### src/rtl/deframer_if.sv
// Byte-in / element-out handshake bundle of the deframer.
// slave: the deframer itself; master: the upstream/downstream environment.
interface deframer_if #(
    parameter int UnpackedWidth = 1,
    parameter int PackedNum     = 8
);
    localparam int PackedWidth = UnpackedWidth * PackedNum;

    logic                     valid_i;
    logic                     ready_o;
    logic [PackedWidth-1:0]   data_i;
    logic                     valid_o;
    logic                     ready_i;
    logic [UnpackedWidth-1:0] unpacked_o;
    logic                     last_o;
    logic                     frame_done_o;
    logic                     frame_err_o;

    modport slave (
        input  valid_i, data_i, ready_i,
        output ready_o, valid_o, unpacked_o, last_o, frame_done_o, frame_err_o
    );

    modport master (
        output valid_i, data_i, ready_i,
        input  ready_o, valid_o, unpacked_o, last_o, frame_done_o, frame_err_o
    );
endinterface

### src/rtl/deframer.sv
// Deframer: strips wakeup/tail framing from a packed byte stream and unpacks payload LSB-first.
// Define DEFRAMER_TAIL_CHECK_EN to enable tail-word checking with Hunt recovery.
module deframer #(
    parameter int UnpackedWidth  = 1,
    parameter int PackedNum      = 8,
    parameter int PackedWidth    = UnpackedWidth * PackedNum,
    parameter int PacketLenElems = 1024,
    parameter int TailByte0      = 'hA5,
    parameter int TailByte1      = 'h5A,
    parameter int WakeupCmd      = 'h99
) (
    input  logic      clk_i,
    input  logic      rst_i,
    deframer_if.slave bus
);

`ifdef DEFRAMER_TAIL_CHECK_EN
    localparam bit TailCheck = 1'b1;
`else
    localparam bit TailCheck = 1'b0;
`endif

    localparam int CntW = $clog2(PacketLenElems);
    localparam int RemW = $clog2(PackedNum + 1);

    localparam logic [CntW-1:0]        CntMax  = CntW'(PacketLenElems - 1);
    localparam logic [RemW-1:0]        RemFull = RemW'(PackedNum);
    localparam logic [RemW-1:0]        RemOne  = RemW'(1);
    localparam logic [PackedWidth-1:0] Tail0W  = PackedWidth'(TailByte0);
    localparam logic [PackedWidth-1:0] Tail1W  = PackedWidth'(TailByte1);
    localparam logic [PackedWidth-1:0] WakeW   = PackedWidth'(WakeupCmd);

    typedef enum logic [2:0] {SYNC, PAYLOAD, TAIL0, TAIL1, HUNT} state_t;

    state_t                 state_q, state_nxt;
    logic [CntW-1:0]        cnt_q, cnt_nxt;
    logic                   hunt_a5_q, hunt_a5_nxt;
    logic                   done_q, done_nxt;
    logic                   err_q, err_nxt;
    logic                   load;
    logic [PackedWidth-1:0] shift_buf_q;
    logic [RemW-1:0]        rem_q;
    logic                   last_word_q;
    logic                   buf_empty;
    logic                   fire;
    logic                   ready;
    logic                   accept;

    assign buf_empty = (rem_q == '0);
    assign fire      = !buf_empty && bus.ready_i;
    assign accept    = bus.valid_i && ready;

    // A payload word may replace the buffer in the cycle its last element leaves;
    // tail words wait for a fully drained buffer so completion never overtakes data.
    always_comb begin
        ready = 1'b0;
        case (state_q)
            SYNC, HUNT:   ready = 1'b1;
            PAYLOAD:      ready = buf_empty || ((rem_q == RemOne) && fire);
            TAIL0, TAIL1: ready = buf_empty;
            default:      ready = 1'b0;
        endcase
        if (rst_i) ready = 1'b0;
    end

    always_comb begin
        state_nxt   = state_q;
        cnt_nxt     = cnt_q;
        hunt_a5_nxt = hunt_a5_q;
        done_nxt    = 1'b0;
        err_nxt     = 1'b0;
        load        = 1'b0;
        if (accept) begin
            case (state_q)
                SYNC: begin
                    if (bus.data_i == WakeW) begin
                        state_nxt = PAYLOAD;
                        cnt_nxt   = '0;
                    end
                end
                PAYLOAD: begin
                    load = 1'b1;
                    if (cnt_q == CntMax) begin
                        state_nxt = TAIL0;
                        cnt_nxt   = '0;
                    end else begin
                        cnt_nxt = cnt_q + CntW'(1);
                    end
                end
                TAIL0: begin
                    if (!TailCheck || bus.data_i == Tail0W) begin
                        state_nxt = TAIL1;
                    end else begin
                        err_nxt     = 1'b1;
                        hunt_a5_nxt = 1'b0;
                        state_nxt   = HUNT;
                    end
                end
                TAIL1: begin
                    if (!TailCheck || bus.data_i == Tail1W) begin
                        done_nxt  = 1'b1;
                        state_nxt = PAYLOAD;
                    end else begin
                        err_nxt     = 1'b1;
                        hunt_a5_nxt = 1'b0;
                        state_nxt   = HUNT;
                    end
                end
                HUNT: begin
                    hunt_a5_nxt = (bus.data_i == Tail0W);
                    if (bus.data_i == WakeW || (hunt_a5_q && bus.data_i == Tail1W)) begin
                        state_nxt = PAYLOAD;
                        cnt_nxt   = '0;
                    end
                end
                default: state_nxt = SYNC;
            endcase
        end
    end

    always_ff @(posedge clk_i or posedge rst_i) begin
        if (rst_i) begin
            state_q   <= SYNC;
            cnt_q     <= '0;
            hunt_a5_q <= 1'b0;
            done_q    <= 1'b0;
            err_q     <= 1'b0;
        end else begin
            state_q   <= state_nxt;
            cnt_q     <= cnt_nxt;
            hunt_a5_q <= hunt_a5_nxt;
            done_q    <= done_nxt;
            err_q     <= err_nxt;
        end
    end

    always_ff @(posedge clk_i or posedge rst_i) begin
        if (rst_i) begin
            shift_buf_q <= '0;
            rem_q       <= '0;
            last_word_q <= 1'b0;
        end else if (load) begin
            shift_buf_q <= bus.data_i;
            rem_q       <= RemFull;
            last_word_q <= (cnt_q == CntMax);
        end else if (fire) begin
            shift_buf_q <= shift_buf_q >> UnpackedWidth;
            rem_q       <= rem_q - RemOne;
        end
    end

    assign bus.ready_o      = ready;
    assign bus.valid_o      = !buf_empty;
    assign bus.unpacked_o   = shift_buf_q[UnpackedWidth-1:0];
    assign bus.last_o       = last_word_q && (rem_q == RemOne);
    assign bus.frame_done_o = done_q;
    assign bus.frame_err_o  = TailCheck && err_q;

endmodule

### src/flat_wrapper.sv
// flat-port wrapper written by rule: the top's interface ports become plain ports
module deframer_flat 
#(
    parameter int UnpackedWidth  = 1,
    parameter int PackedNum      = 8,
    parameter int PackedWidth    = UnpackedWidth * PackedNum,
    parameter int PacketLenElems = 1024,
    parameter int TailByte0      = 'hA5,
    parameter int TailByte1      = 'h5A,
    parameter int WakeupCmd      = 'h99
)
  (clk_i, rst_i, bus_valid_i, bus_data_i, bus_ready_i, bus_ready_o, bus_valid_o, bus_unpacked_o, bus_last_o, bus_frame_done_o, bus_frame_err_o);
  deframer_if #(.UnpackedWidth(UnpackedWidth), .PackedNum(PackedNum)) bus_i ();
  input  logic clk_i;
  input  logic rst_i;
  input wire logic [$bits(bus_i.valid_i)-1:0] bus_valid_i;
  input wire logic [$bits(bus_i.data_i)-1:0] bus_data_i;
  input wire logic [$bits(bus_i.ready_i)-1:0] bus_ready_i;
  output wire logic [$bits(bus_i.ready_o)-1:0] bus_ready_o;
  output wire logic [$bits(bus_i.valid_o)-1:0] bus_valid_o;
  output wire logic [$bits(bus_i.unpacked_o)-1:0] bus_unpacked_o;
  output wire logic [$bits(bus_i.last_o)-1:0] bus_last_o;
  output wire logic [$bits(bus_i.frame_done_o)-1:0] bus_frame_done_o;
  output wire logic [$bits(bus_i.frame_err_o)-1:0] bus_frame_err_o;
  assign bus_i.valid_i = bus_valid_i;
  assign bus_i.data_i = bus_data_i;
  assign bus_i.ready_i = bus_ready_i;
  assign bus_ready_o = bus_i.ready_o;
  assign bus_valid_o = bus_i.valid_o;
  assign bus_unpacked_o = bus_i.unpacked_o;
  assign bus_last_o = bus_i.last_o;
  assign bus_frame_done_o = bus_i.frame_done_o;
  assign bus_frame_err_o = bus_i.frame_err_o;
  deframer #(.UnpackedWidth(UnpackedWidth), .PackedNum(PackedNum), .PackedWidth(PackedWidth), .PacketLenElems(PacketLenElems), .TailByte0(TailByte0), .TailByte1(TailByte1), .WakeupCmd(WakeupCmd)) u_core (.clk_i(clk_i), .rst_i(rst_i), .bus(bus_i));
endmodule
### config.mk
export PLATFORM = sky130hd
export DESIGN_NAME = deframer_flat
export DESIGN_NICKNAME = d
export VERILOG_FILES = /design/src/rtl/deframer_if.sv /design/src/rtl/deframer.sv /design/src/flat_wrapper.sv
export SDC_FILE = /design/constraint.sdc
export NUM_CORES = 1
export LEC_CHECK = 0
export CAP_MARGIN = 20
export CORE_ASPECT_RATIO = 0.5
export CORE_MARGIN = 5
export CORE_UTILIZATION = 40
export DETAILED_ROUTE_END_ITERATION = 10
export SLEW_MARGIN = 10
export SYNTH_ARGS = -nofsm -noshare
export SYNTH_HDL_FRONTEND = slang
export SYNTH_SLANG_ARGS = --single-unit
### constraint.sdc
create_clock -name clk_i -period 3.2 [get_ports clk_i]
set_input_delay 0.64 -clock clk_i [delete_from_list [all_inputs] [get_ports clk_i]]
set_output_delay 0.64 -clock clk_i [all_outputs]
set_load 0.05 [all_outputs]
==> metrics.log, run 1 <==
INFO  metric vias_per_cell = 5.336
INFO  metric floorplan.rows = 16
INFO  metric grt_pass1_wl = 5361 um
INFO  metric cts_setup_buffers = 0
INFO  metric mappedNetlistArea = 1582 um2
INFO  metric clock_latency = 0.27 ns
INFO  metric yosys_cell_types = 43
INFO  metric fp.coreArea = 3864 um2
INFO  metric total_nets_final = 189
INFO  metric yosys_warnings = 0
INFO  metric most_common_cell_after_layout_fill_and_taps_aside = sky130_fd_sc_hd__dfrtp_1
INFO  metric die_height = 54.46 um
INFO  metric via_count = 1174
INFO  metric aggregate_global_routing_overflow = 0
INFO  metric clock_tree.root_cell = sky130_fd_sc_hd__clkbuf_8
INFO  metric length_of_the_first_detailed_routing_pass_in_iterations = 4
INFO  metric p_int = 678.3 uW
INFO  metric reg2reg_to = u_core.cnt_q[0]$_DFFE_PP0P_
INFO  metric hold_path_depth = 2
INFO  metric sw_frac_of_total = 0.3398
INFO  metric rsz0062_at_grt = false
INFO  metric r2r-start = u_core.state_q[1]$_DFFE_PP0P_
INFO  metric clock_path_buffers = 2
INFO  metric gpl.final_weighted_congestion = 0.8087
INFO  metric yosys-mux-area-fraction = 0.1290
INFO  metric postSynthCellCount = 150
INFO  metric most_used_cells_in_the_layout_excluding_fill_and_tap_cells = sky130_fd_sc_hd__dfrtp_1, sky130_fd_sc_hd__mux2_2, sky130_fd_sc_hd__clkdlybuf4s50_1
INFO  metric clk_pin_slew = 0.09 ns
INFO  metric postSynth.asyncResetShare = 1.000
INFO  metric htree_num_levels = 1
INFO  metric post_synth_edffs = 0
INFO  metric drt-initial-drc-count = 22
INFO  metric holdCritStartpoint = u_core.shift_buf_q[7]$_DFFE_PP0P_
INFO  metric max-vdd-ir-drop = 0.1476 mV
INFO  metric post_synth_fa_ha_maj_area_fraction = 0.07120
INFO  metric power.sequential.fraction = 0.462
INFO  metric min-delay-path-class = register to register
INFO  metric timing_worst_slew_pin_value = 0.7082 ns
INFO  metric run_status = finished, final reports clean
INFO  metric number_of_gates_given_a_new_drive_strength_after_cts = 0
INFO  metric place_hpwl = 2257 um
INFO  metric dieArea = 5387 um2
INFO  metric postSynthRegisterBits = 26
INFO  metric timing.final.crit_period = 2.877 ns
INFO  metric reg2regPathDepth = 6
INFO  metric power.switching = 349.0 uW
INFO  metric max_cap_check_violation_count = 0
INFO  metric post_synth_xor_area_fraction = 0.01661
INFO  metric startpoint_type = register
INFO  metric drt_total_wl = 3140 um
INFO  metric grt_antenna_before_repair = 0
INFO  metric cp_data_arrival_time = 2.24 ns
INFO  metric yosys_most_used_dff = sky130_fd_sc_hd__dfrtp_1
INFO  metric cts_tree = built
INFO  metric maxSlewHeadroom = 0.5238
INFO  metric clock-skew-final = 0.001432 ns
INFO  metric clock_sink_count = 26
INFO  metric report.power.total = 1.027 mW
INFO  metric power_frac_clock = 0.179
INFO  metric leakage = 0.8065 nW
INFO  metric cellPowerDensity = 555.5 nW/um2
INFO  metric post-route-drc-count = 0
INFO  metric final_min_period_over_clock_period = 0.8990
INFO  metric power.share.combinational = 0.358
INFO  metric routed_wire_length_per_instance = 14.27 um
INFO  metric synth_sequential_area_ratio = 0.4114
INFO  metric crit_required = 2.56 ns
INFO  metric grt_pass1_vias = 1130
INFO  metric crit_type = register to primary output
INFO  metric timing.setup.tns = 0 ns
INFO  metric postSynthNetCount = 171
INFO  metric synth_top_family_by_area = compound AO/OA/AOI/OAI gates
INFO  metric area.growth.synth_to_final = 16.93%
INFO  metric final_hold_violation_count = 0
INFO  metric buffer_ports.inserted = 16
INFO  metric mean_post_synth_cell_area = 10.54 um2
INFO  metric start_util = 0.4093
INFO  metric synth_compound_gate_area_share = 0.1590
INFO  metric grtUsageTotal = 0.1268
INFO  metric post_synth_and_or_nand_nor_area_fraction = 0.1582
INFO  metric antenna_cells_inserted = 0
INFO  metric die_width = 98.93 um
INFO  metric timing.fmax = 347.6 MHz
INFO  metric reg2reg_setup_slack = 0.54 ns
INFO  metric worst-path-max-fanout = 14
INFO  metric min_to = u_core.shift_buf_q[7]$_DFFE_PP0P_
INFO  metric grt_max_degree = 27
INFO  metric final_layout_size_suffix_gt1_frac = 0.1627
INFO  metric cp-end-kind = primary output
INFO  metric setup_violations = 0
INFO  metric drtAntennaViolNets = 0
INFO  metric hold_buffers = 0
INFO  metric ioPinCount = 18
INFO  metric cts_made_buffers = 3
INFO  metric finalMaxSlewViolations = 0
## power groups by stage
stage	clock network, mW	registers, mW	logic (mW)
after global placement	0	0.480	0.371
after detailed placement	0	0.482	0.373
after global routing	0.205	0.487	0.411
after floorplan	0	0.477	0.283
final	0.184	0.475	0.368
after CTS	0.192	0.476	0.374
## cells in the mapped netlist, types with 2 or more instances
| library cell | instances | area, um2 |
|---|---|---|
| sky130_fd_sc_hd__ha_1 | 9 | 112.6 |
| sky130_fd_sc_hd__a21oi_1 | 2 | 10.01 |
| sky130_fd_sc_hd__nand2_1 | 8 | 30.03 |
| sky130_fd_sc_hd__nand3_1 | 8 | 40.04 |
| sky130_fd_sc_hd__dfrtp_1 | 26 | 650.6 |
| sky130_fd_sc_hd__or3b_1 | 2 | 17.52 |
| sky130_fd_sc_hd__nor3_1 | 2 | 10.01 |
| sky130_fd_sc_hd__buf_2 | 3 | 15.01 |
| sky130_fd_sc_hd__nand4_1 | 3 | 18.77 |
| sky130_fd_sc_hd__or3_1 | 4 | 25.02 |
| sky130_fd_sc_hd__o41ai_1 | 4 | 35.03 |
| sky130_fd_sc_hd__a2111oi_0 | 3 | 26.28 |
| sky130_fd_sc_hd__clkbuf_1 | 2 | 7.510 |
| sky130_fd_sc_hd__o32ai_1 | 3 | 26.28 |
| sky130_fd_sc_hd__xor2_1 | 2 | 17.52 |
| sky130_fd_sc_hd__mux2_2 | 15 | 168.9 |
| sky130_fd_sc_hd__o31ai_1 | 5 | 37.54 |
| sky130_fd_sc_hd__and2_1 | 3 | 18.77 |
| sky130_fd_sc_hd__nand2b_1 | 3 | 18.77 |
| sky130_fd_sc_hd__o21ai_0 | 2 | 10.01 |
| sky130_fd_sc_hd__nor2_1 | 8 | 30.03 |
| sky130_fd_sc_hd__mux2i_1 | 2 | 20.02 |
| sky130_fd_sc_hd__inv_1 | 11 | 41.29 |
## through the flow
step,std cells,util,instance area (um2),hold WS [ns],setup WS [ns]
3_3_place_gp,217,0.4679,1808,0.5174,0.3614
3_5_place_dp,217,0.4679,1808,0.5323,0.3738
5_1_grt,220,0.4786,1849,0.5795,0.1457
4_1_cts,220,0.4786,1849,0.5463,0.2883
2_1_floorplan,150,-,1582,0.4970,0.2218
6_report,220,0.4786,1849,0.5399,0.3233
## worst max-delay path by stage
stage | startpoint | endpoint | slack [ns] | depth (start not counted)
floorplan | u_core.rem_q[0]$_DFFE_PP0P_ | bus_ready_o | 0.22 | 7
global placement | bus_data_i[0] | u_core.cnt_q[0]$_DFFE_PP0P_ | 0.36 | 5
detailed placement | bus_data_i[0] | u_core.cnt_q[0]$_DFFE_PP0P_ | 0.37 | 5
CTS | u_core.state_q[1]$_DFFE_PP0P_ | bus_ready_o | 0.29 | 6
global route | u_core.state_q[1]$_DFFE_PP0P_ | bus_ready_o | 0.15 | 6
finish | u_core.state_q[1]$_DFFE_PP0P_ | bus_ready_o | 0.32 | 6
## critical path, stage by stage, from the launching register on
cell,delay (ns)
sky130_fd_sc_hd__dfrtp_1,0.41
sky130_fd_sc_hd__inv_1,0.11
sky130_fd_sc_hd__ha_1,0.35
sky130_fd_sc_hd__or3b_1,0.39
sky130_fd_sc_hd__o221a_4,0.34
sky130_fd_sc_hd__nor2_1,0.19
sky130_fd_sc_hd__buf_12,0.16
## area by class of cell
type | count | area (um2)
flip-flops and latches | 26 | 650.6
inverters | 11 | 41.29
repair buffers | 20 | 200.2
multi-input cells | 106 | 848.3
clock buffers | 3 | 41.29
well taps | 54 | 67.56
fillers | 369 | 2014
## cell families (layout without fill, tap and decap cells)
kind of cell | Yosys count | count (layout)
buffers and inverters | 18 | 34
other | 1 | 1
DFF | 26 | 26
AOI/OAI and AO/OA | 29 | 29
and+or+nand+nor | 46 | 46
xor gates and xnor gates | 3 | 3
adders and majority gates | 9 | 9
muxes | 18 | 18
## sequential cells by signal, summed over array words and instances, names as in the netlist
| name | cells |
|---|---|
| u_core.bus.frame_done_o | 1 |
| u_core.cnt_q | 10 |
| u_core.last_word_q | 1 |
| u_core.rem_q | 4 |
| u_core.shift_buf_q | 8 |
| u_core.state_q | 2 |
## per-layer routing
layer	global-route usage	vias to the layer above	wire length [um]
li1	-	588	-
met1	0.1664	564	1489
met2	0.2089	20	1482
met3	0.03690	2	140
met4	0.03401	0	27
met5	0	-	0
(Power assumes the default switching activity.)
==> run 2, diff against run 1 <==
Settings changed: CORE_ASPECT_RATIO 0.5 to 0.7, GPL_TIMING_DRIVEN set to 0.
==> run 2 against run 1 <==
Critical path depth is 2 higher. Worst setup slack worse by 0.19 ns. Sequential share of layout area fell by 0.45 points. Clock skew rose by 0.0042 ns. Clock power about the same. Design area is 1.3% higher. Power rose by 1.8%. Register-to-register slack is essentially flat. Hold slack worse by 0.0062 ns.
==> metrics.log, run 2 (synthesis gave the netlist of run 1 again) <==
INFO  metric run_status = finished, final reports clean
INFO  metric cts_made_buffers = 3
INFO  metric htree_num_levels = 1
INFO  metric final_layout_size_suffix_gt1_frac = 0.1706
INFO  metric startpoint_type = register
INFO  metric aggregate_global_routing_overflow = 0
INFO  metric cts_tree = built
INFO  metric max_cap_check_violation_count = 0
INFO  metric vias_per_cell = 5.595
INFO  metric clock_path_buffers = 2
INFO  metric die_width = 85.16 um
INFO  metric p_int = 681.3 uW
INFO  metric worst_hold_slack = 0.5337 ns
INFO  metric grtUsageTotal = 0.1286
INFO  metric drt_total_wl = 3334 um
INFO  metric clock_sink_count = 26
INFO  metric final_critical_path_setup_slack = 0.1325 ns
INFO  metric via_count = 1242
INFO  metric cpLargestDelayFamily = buffers and inverters
INFO  metric reg2reg_setup_slack = 0.53 ns
INFO  metric grt_pass1_wl = 5602 um
INFO  metric leakage = 0.8196 nW
INFO  metric fp.coreArea = 3875 um2
INFO  metric setup_violations = 0
INFO  metric dieArea = 5332 um2
INFO  metric max-vdd-ir-drop = 0.2480 mV
INFO  metric r2r-start = u_core.state_q[1]$_DFFE_PP0P_
INFO  metric cp-end-kind = primary output
INFO  metric drt-initial-drc-count = 130
INFO  metric min-delay-path-class = register to register
INFO  metric min_to = u_core.shift_buf_q[7]$_DFFE_PP0P_
INFO  metric cp_cell_sequence = inv_1 > ha_1 > buf_2 > or3b_1 > o221a_4 > clkbuf_1 > nor2_1 > clkbuf_4
INFO  metric post-route-drc-count = 0
INFO  metric rsz0062_at_grt = false
INFO  metric reg2reg_to = u_core.shift_buf_q[2]$_DFFE_PP0P_
INFO  metric flip_flop_count_of_the_largest_register_all_copies_and_words_added = 10
INFO  metric crit_type = register to primary output
INFO  metric total_nets_final = 193
INFO  metric crit_required = 2.56 ns
INFO  metric timing.fmax = 326.0 MHz
INFO  metric clock_tree.root_cell = sky130_fd_sc_hd__clkbuf_8
INFO  metric timing.setup.tns = 0 ns
INFO  metric max_flop_register = u_core.cnt_q
INFO  metric most_used_cells_in_the_layout_excluding_fill_and_tap_cells = sky130_fd_sc_hd__dfrtp_1, sky130_fd_sc_hd__mux2_2, sky130_fd_sc_hd__clkdlybuf4s50_1
INFO  metric floorplan.rows = 19
INFO  metric numPlacedInstances = 218
INFO  metric power.share.combinational = 0.364
INFO  metric fin_cells = 222
INFO  metric start_util = 0.4081
INFO  metric layout_top_registers = u_core.cnt_q (10), u_core.shift_buf_q (8), u_core.rem_q (4)
INFO  metric ioPinCount = 18
INFO  metric clock_latency = 0.27 ns
INFO  metric report.power.total = 1.046 mW
INFO  metric most_common_cell_after_layout_fill_and_taps_aside = sky130_fd_sc_hd__dfrtp_1
INFO  metric worstSetupStartpoint = u_core.state_q[1]$_DFFE_PP0P_
INFO  metric final_hold_violation_count = 0
INFO  metric power_frac_clock = 0.178
INFO  metric place_hpwl = 2493 um
INFO  metric clk_pin_slew = 0.08 ns
INFO  metric grt_max_degree = 28
INFO  metric grt_pass1_vias = 1177
INFO  metric cp_data_arrival_time = 2.43 ns
INFO  metric maxSlewHeadroom = 0.3980
INFO  metric length_of_the_first_detailed_routing_pass_in_iterations = 4
INFO  metric holdCritStartpoint = u_core.shift_buf_q[7]$_DFFE_PP0P_
INFO  metric die_height = 62.61 um
INFO  metric power.switching = 364.4 uW
INFO  metric place_worst_setup_slack = -0.2921 ns
INFO  metric critical_path_buf_inv_count = 4
INFO  metric antenna_cells_inserted = 0
INFO  metric power.sequential.fraction = 0.459
INFO  metric routed_wire_length_per_instance = 15.02 um
INFO  metric clock-skew-final = 0.005638 ns
INFO  metric timing.final.crit_period = 3.068 ns
INFO  metric gpl.final_weighted_congestion = 0.8273
INFO  metric finalMaxSlewViolations = 0
INFO  metric cts_setup_buffers = 0
INFO  metric final_min_period_over_clock_period = 0.9586
INFO  metric hold_path_depth = 2
INFO  metric final.fill_count = 361
INFO  metric area.growth.synth_to_final = 18.43%
INFO  metric buffer_ports.inserted = 16
INFO  metric critPathSlowestCell = sky130_fd_sc_hd__dfrtp_1
INFO  metric drtAntennaViolNets = 0
INFO  metric reg2regPathDepth = 8
INFO  metric sw_frac_of_total = 0.3485
INFO  metric cellPowerDensity = 558.3 nW/um2
INFO  metric timing_worst_slew_pin_value = 0.8913 ns
INFO  metric cpPeakStageDelay = 0.42 ns
INFO  metric grt_antenna_before_repair = 0
INFO  metric worst-path-max-fanout = 10
run 2: how the worst max path moves through the flow:
stage	end	slack (ns)	cells after the start
floorplan	bus_ready_o	0.22	7
global placement	bus_ready_o	-0.27	6
detailed placement	bus_ready_o	-0.29	6
CTS	bus_ready_o	0.1	8
global route	bus_ready_o	0.008	8
finish	bus_ready_o	0.13	8
run 2: routing by layer:
layer,global-route usage,share of wire,up-vias
li1,-,-,598
met1,0.1801,0.52,616
met2,0.1967,0.43,26
met3,0.03953,0.044,2
met4,0.02372,0.0051,0
met5,0,0,-
run 2: what timing repair did:
item	CTS	global route
setup endpoints to repair	1	1
hold buffers	0	0
resized for setup	5	1
run 2: metrics by stage:
step / area, um2 / utilization
6_report: 1873 / 0.4834
5_1_grt: 1873 / 0.4834
4_1_cts: 1843 / 0.4756
3_5_place_dp: 1807 / 0.4663
3_3_place_gp: 1807 / 0.4663
2_1_floorplan: 1582 / -
run 2: power groups by stage:
stage               sequential, mW  combinational (mW)  clock [mW]
global placement             0.480               0.369           0
finish                       0.480               0.380       0.186
detailed placement           0.486               0.380           0
floorplan                    0.477               0.283           0
global route                 0.491               0.419       0.207
CTS                          0.480               0.380       0.193
run 2: final cells by class:
type | count | area, um2 | share of cell area
multi-input combinational | 106 | 848.3 | 0.4529
inverter | 11 | 41.29 | 0.02204
buffer | 7 | 41.29 | 0.02204
clock buffer | 3 | 41.29 | 0.02204
sequential | 26 | 650.6 | 0.3474
tap | 52 | 65.06 | 0.03474
timing repair buffer | 17 | 185.2 | 0.09886
run 2: worst register-to-register path, stage by stage (launching register included):
cell                      delay (ns)
sky130_fd_sc_hd__dfrtp_1        0.42
sky130_fd_sc_hd__inv_1          0.11
sky130_fd_sc_hd__ha_1           0.15
sky130_fd_sc_hd__buf_2          0.19
sky130_fd_sc_hd__or3b_1         0.38
sky130_fd_sc_hd__o221a_4        0.29
sky130_fd_sc_hd__nor3_2         0.34
sky130_fd_sc_hd__buf_2          0.32
sky130_fd_sc_hd__mux2_2         0.36
==> run 3, diff against run 2 <==
Clock period 3.2 ns to 2.7 ns, I/O delays scaled along.
==> run 3 against run 2 <==
Clock power grew 37%. Highest routed layer unchanged. Sequential power is 18% higher. Critical path type unchanged. Power is 28% higher. Largest cell class unchanged. Utilization up 2.3 points. Clock skew down 0.0028 ns. Final cell count rose by 3.2%.
==> metrics.log, run 3 (synthesis gave the netlist of run 1 again) <==
INFO  metric fin_cells = 229
INFO  metric area.growth.synth_to_final = 24.05%
INFO  metric floorplan.rows = 19
INFO  metric grt.busiest_layer = met1
INFO  metric fp.coreArea = 3875 um2
INFO  metric startpoint_type = register
INFO  metric clock_tree.root_cell = sky130_fd_sc_hd__clkbuf_8
INFO  metric rsz0062_at_grt = true
INFO  metric grt_max_degree = 28
INFO  metric timing.fmax = 371.5 MHz
INFO  metric final_hold_violation_count = 0
INFO  metric clock_sink_count = 26
INFO  metric die_height = 62.61 um
INFO  metric timing.setup.tns = 0 ns
INFO  metric ioPinCount = 18
INFO  metric grtUsageTotal = 0.1284
INFO  metric cts_tree = built
INFO  metric max_flop_register = u_core.cnt_q
INFO  metric worst-path-max-fanout = 9
INFO  metric place_worst_setup_slack = -0.5480 ns
INFO  metric total_nets_final = 199
INFO  metric drt_total_wl = 3504 um
INFO  metric most_used_cells_in_the_layout_excluding_fill_and_tap_cells = sky130_fd_sc_hd__dfrtp_1, sky130_fd_sc_hd__mux2_2, sky130_fd_sc_hd__clkdlybuf4s50_1
INFO  metric leakage = 0.8441 nW
INFO  metric die_width = 85.16 um
INFO  metric design_area = 1962 um2
INFO  metric grt_antenna_before_repair = 0
INFO  metric htree_num_levels = 1
INFO  metric post-route-drc-count = 0
INFO  metric crit_type = register to primary output
INFO  metric grt_pass1_vias = 1145
INFO  metric final_layout_size_suffix_gt1_frac = 0.2599
INFO  metric start_util = 0.4081
INFO  metric most_common_cell_after_layout_fill_and_taps_aside = sky130_fd_sc_hd__dfrtp_1
INFO  metric aggregate_global_routing_overflow = 0
INFO  metric dieArea = 5332 um2
INFO  metric final_critical_path_setup_slack = 0.008508 ns
INFO  metric vias_per_cell = 5.362
INFO  metric via_count = 1228
INFO  metric maxSlewHeadroom = 0.5521
INFO  metric grt_use_met1 = 0.1925
INFO  metric min-delay-path-class = register to register
INFO  metric max-vdd-ir-drop = 0.3256 mV
INFO  metric cp-end-kind = primary output
INFO  metric report.power.total = 1.341 mW
INFO  metric numPlacedInstances = 218
INFO  metric cellPowerDensity = 683.4 nW/um2
INFO  metric cts_made_buffers = 3
INFO  metric routed_wire_length_per_instance = 15.30 um
INFO  metric clk_pin_slew = 0.09 ns
INFO  metric antenna_cells_inserted = 0
INFO  metric clock_path_buffers = 2
INFO  metric cp_data_arrival_time = 2.15 ns
INFO  metric crit_required = 2.16 ns
INFO  metric timing_worst_slew_pin_value = 0.6661 ns
INFO  metric met3_use_gr = 0.03821
INFO  metric gpl.final_weighted_congestion = 0.7908
INFO  metric setup_violations = 0
INFO  metric timing.final.crit_period = 2.691 ns
INFO  metric max_cap_check_violation_count = 0
INFO  metric layout_top_registers = u_core.cnt_q (10), u_core.shift_buf_q (8), u_core.rem_q (4)
INFO  metric final_min_period_over_clock_period = 0.9968
INFO  metric final.fill_count = 367
INFO  metric run_status = finished, final reports clean
INFO  metric placedInstanceArea = 1809 um2
INFO  metric flip_flop_count_of_the_largest_register_all_copies_and_words_added = 10
INFO  metric drtAntennaViolNets = 0
INFO  metric buffer_ports.inserted = 16
INFO  metric drt-initial-drc-count = 67
INFO  metric grt_pass1_wl = 5575 um
INFO  metric place_hpwl = 2476 um
INFO  metric grt_use_met2 = 0.1841
INFO  metric clock_latency = 0.27 ns
INFO  metric clock-skew-final = 0.002868 ns
INFO  metric finalMaxSlewViolations = 0
INFO  metric length_of_the_first_detailed_routing_pass_in_iterations = 4
run 3: cell type report:
cell class | count | area, um2 | area share
Tap cell | 52 | 65.06 | 0.03316
Inverter | 11 | 45.04 | 0.02296
Clock buffer | 4 | 55.05 | 0.02806
Sequential cell | 26 | 650.6 | 0.3316
Timing Repair inverter | 1 | 5.005 | 0.002551
Buffer | 7 | 61.31 | 0.03125
Timing Repair Buffer | 22 | 205.2 | 0.1046
Multi-Input combinational cell | 106 | 874.6 | 0.4458
run 3: worst paths after layout:
kind / from / endpoint / slack [ns] / depth (start not counted)
max in group asynchronous: rst_i / u_core.cnt_q[4]$_DFFE_PP0P_ / 1.52 / 2
max reg2reg: u_core.state_q[1]$_DFFE_PP0P_ / u_core.shift_buf_q[6]$_DFFE_PP0P_ / 0.10 / 8
max: u_core.state_q[1]$_DFFE_PP0P_ / bus_ready_o / 0.009 / 8
min in group asynchronous: rst_i / u_core.shift_buf_q[2]$_DFFE_PP0P_ / 0.76 / 2
min reg2reg: u_core.cnt_q[7]$_DFFE_PP0P_ / u_core.cnt_q[7]$_DFFE_PP0P_ / 0.57 / 2
min: u_core.cnt_q[7]$_DFFE_PP0P_ / u_core.cnt_q[7]$_DFFE_PP0P_ / 0.57 / 2
run 3: critical path, cell delays in order, from the launching register on:
cell,delay (ns)
sky130_fd_sc_hd__dfrtp_1,0.43
sky130_fd_sc_hd__inv_2,0.09
sky130_fd_sc_hd__ha_2,0.17
sky130_fd_sc_hd__buf_6,0.11
sky130_fd_sc_hd__or3b_4,0.37
sky130_fd_sc_hd__o221a_4,0.32
sky130_fd_sc_hd__buf_8,0.15
sky130_fd_sc_hd__nor2_4,0.08
sky130_fd_sc_hd__buf_6,0.16
run 3: power breakdown:
part	internal [mW]	switching, mW
registers	0.487	0.0806
logic	0.268	0.252
clock network	0.130	0.123
total	0.885	0.456
run 3: stage by stage:
stage	hold WS, ns	util
floorplan	0.4970	-
global placement	0.5084	0.4669
detailed placement	0.5411	0.4669
CTS	0.5541	0.4863
global route	0.5937	0.5063
finish	0.5677	0.5063
run 3: routing by layer:
metal	wire length, um	up-vias
met4	27	0
met5	0	-
met3	177	4
met2	1488	29
li1	-	615
met1	1811	580
run 3: what timing repair did:
item | CTS | global route
resized for setup | 16 | 9
hold buffers | 0 | 0
buffers inserted | 0 | 6
pin swaps | 0 | 1
gates cloned | 0 | 1
endpoints found under the setup margin | 17 | 12
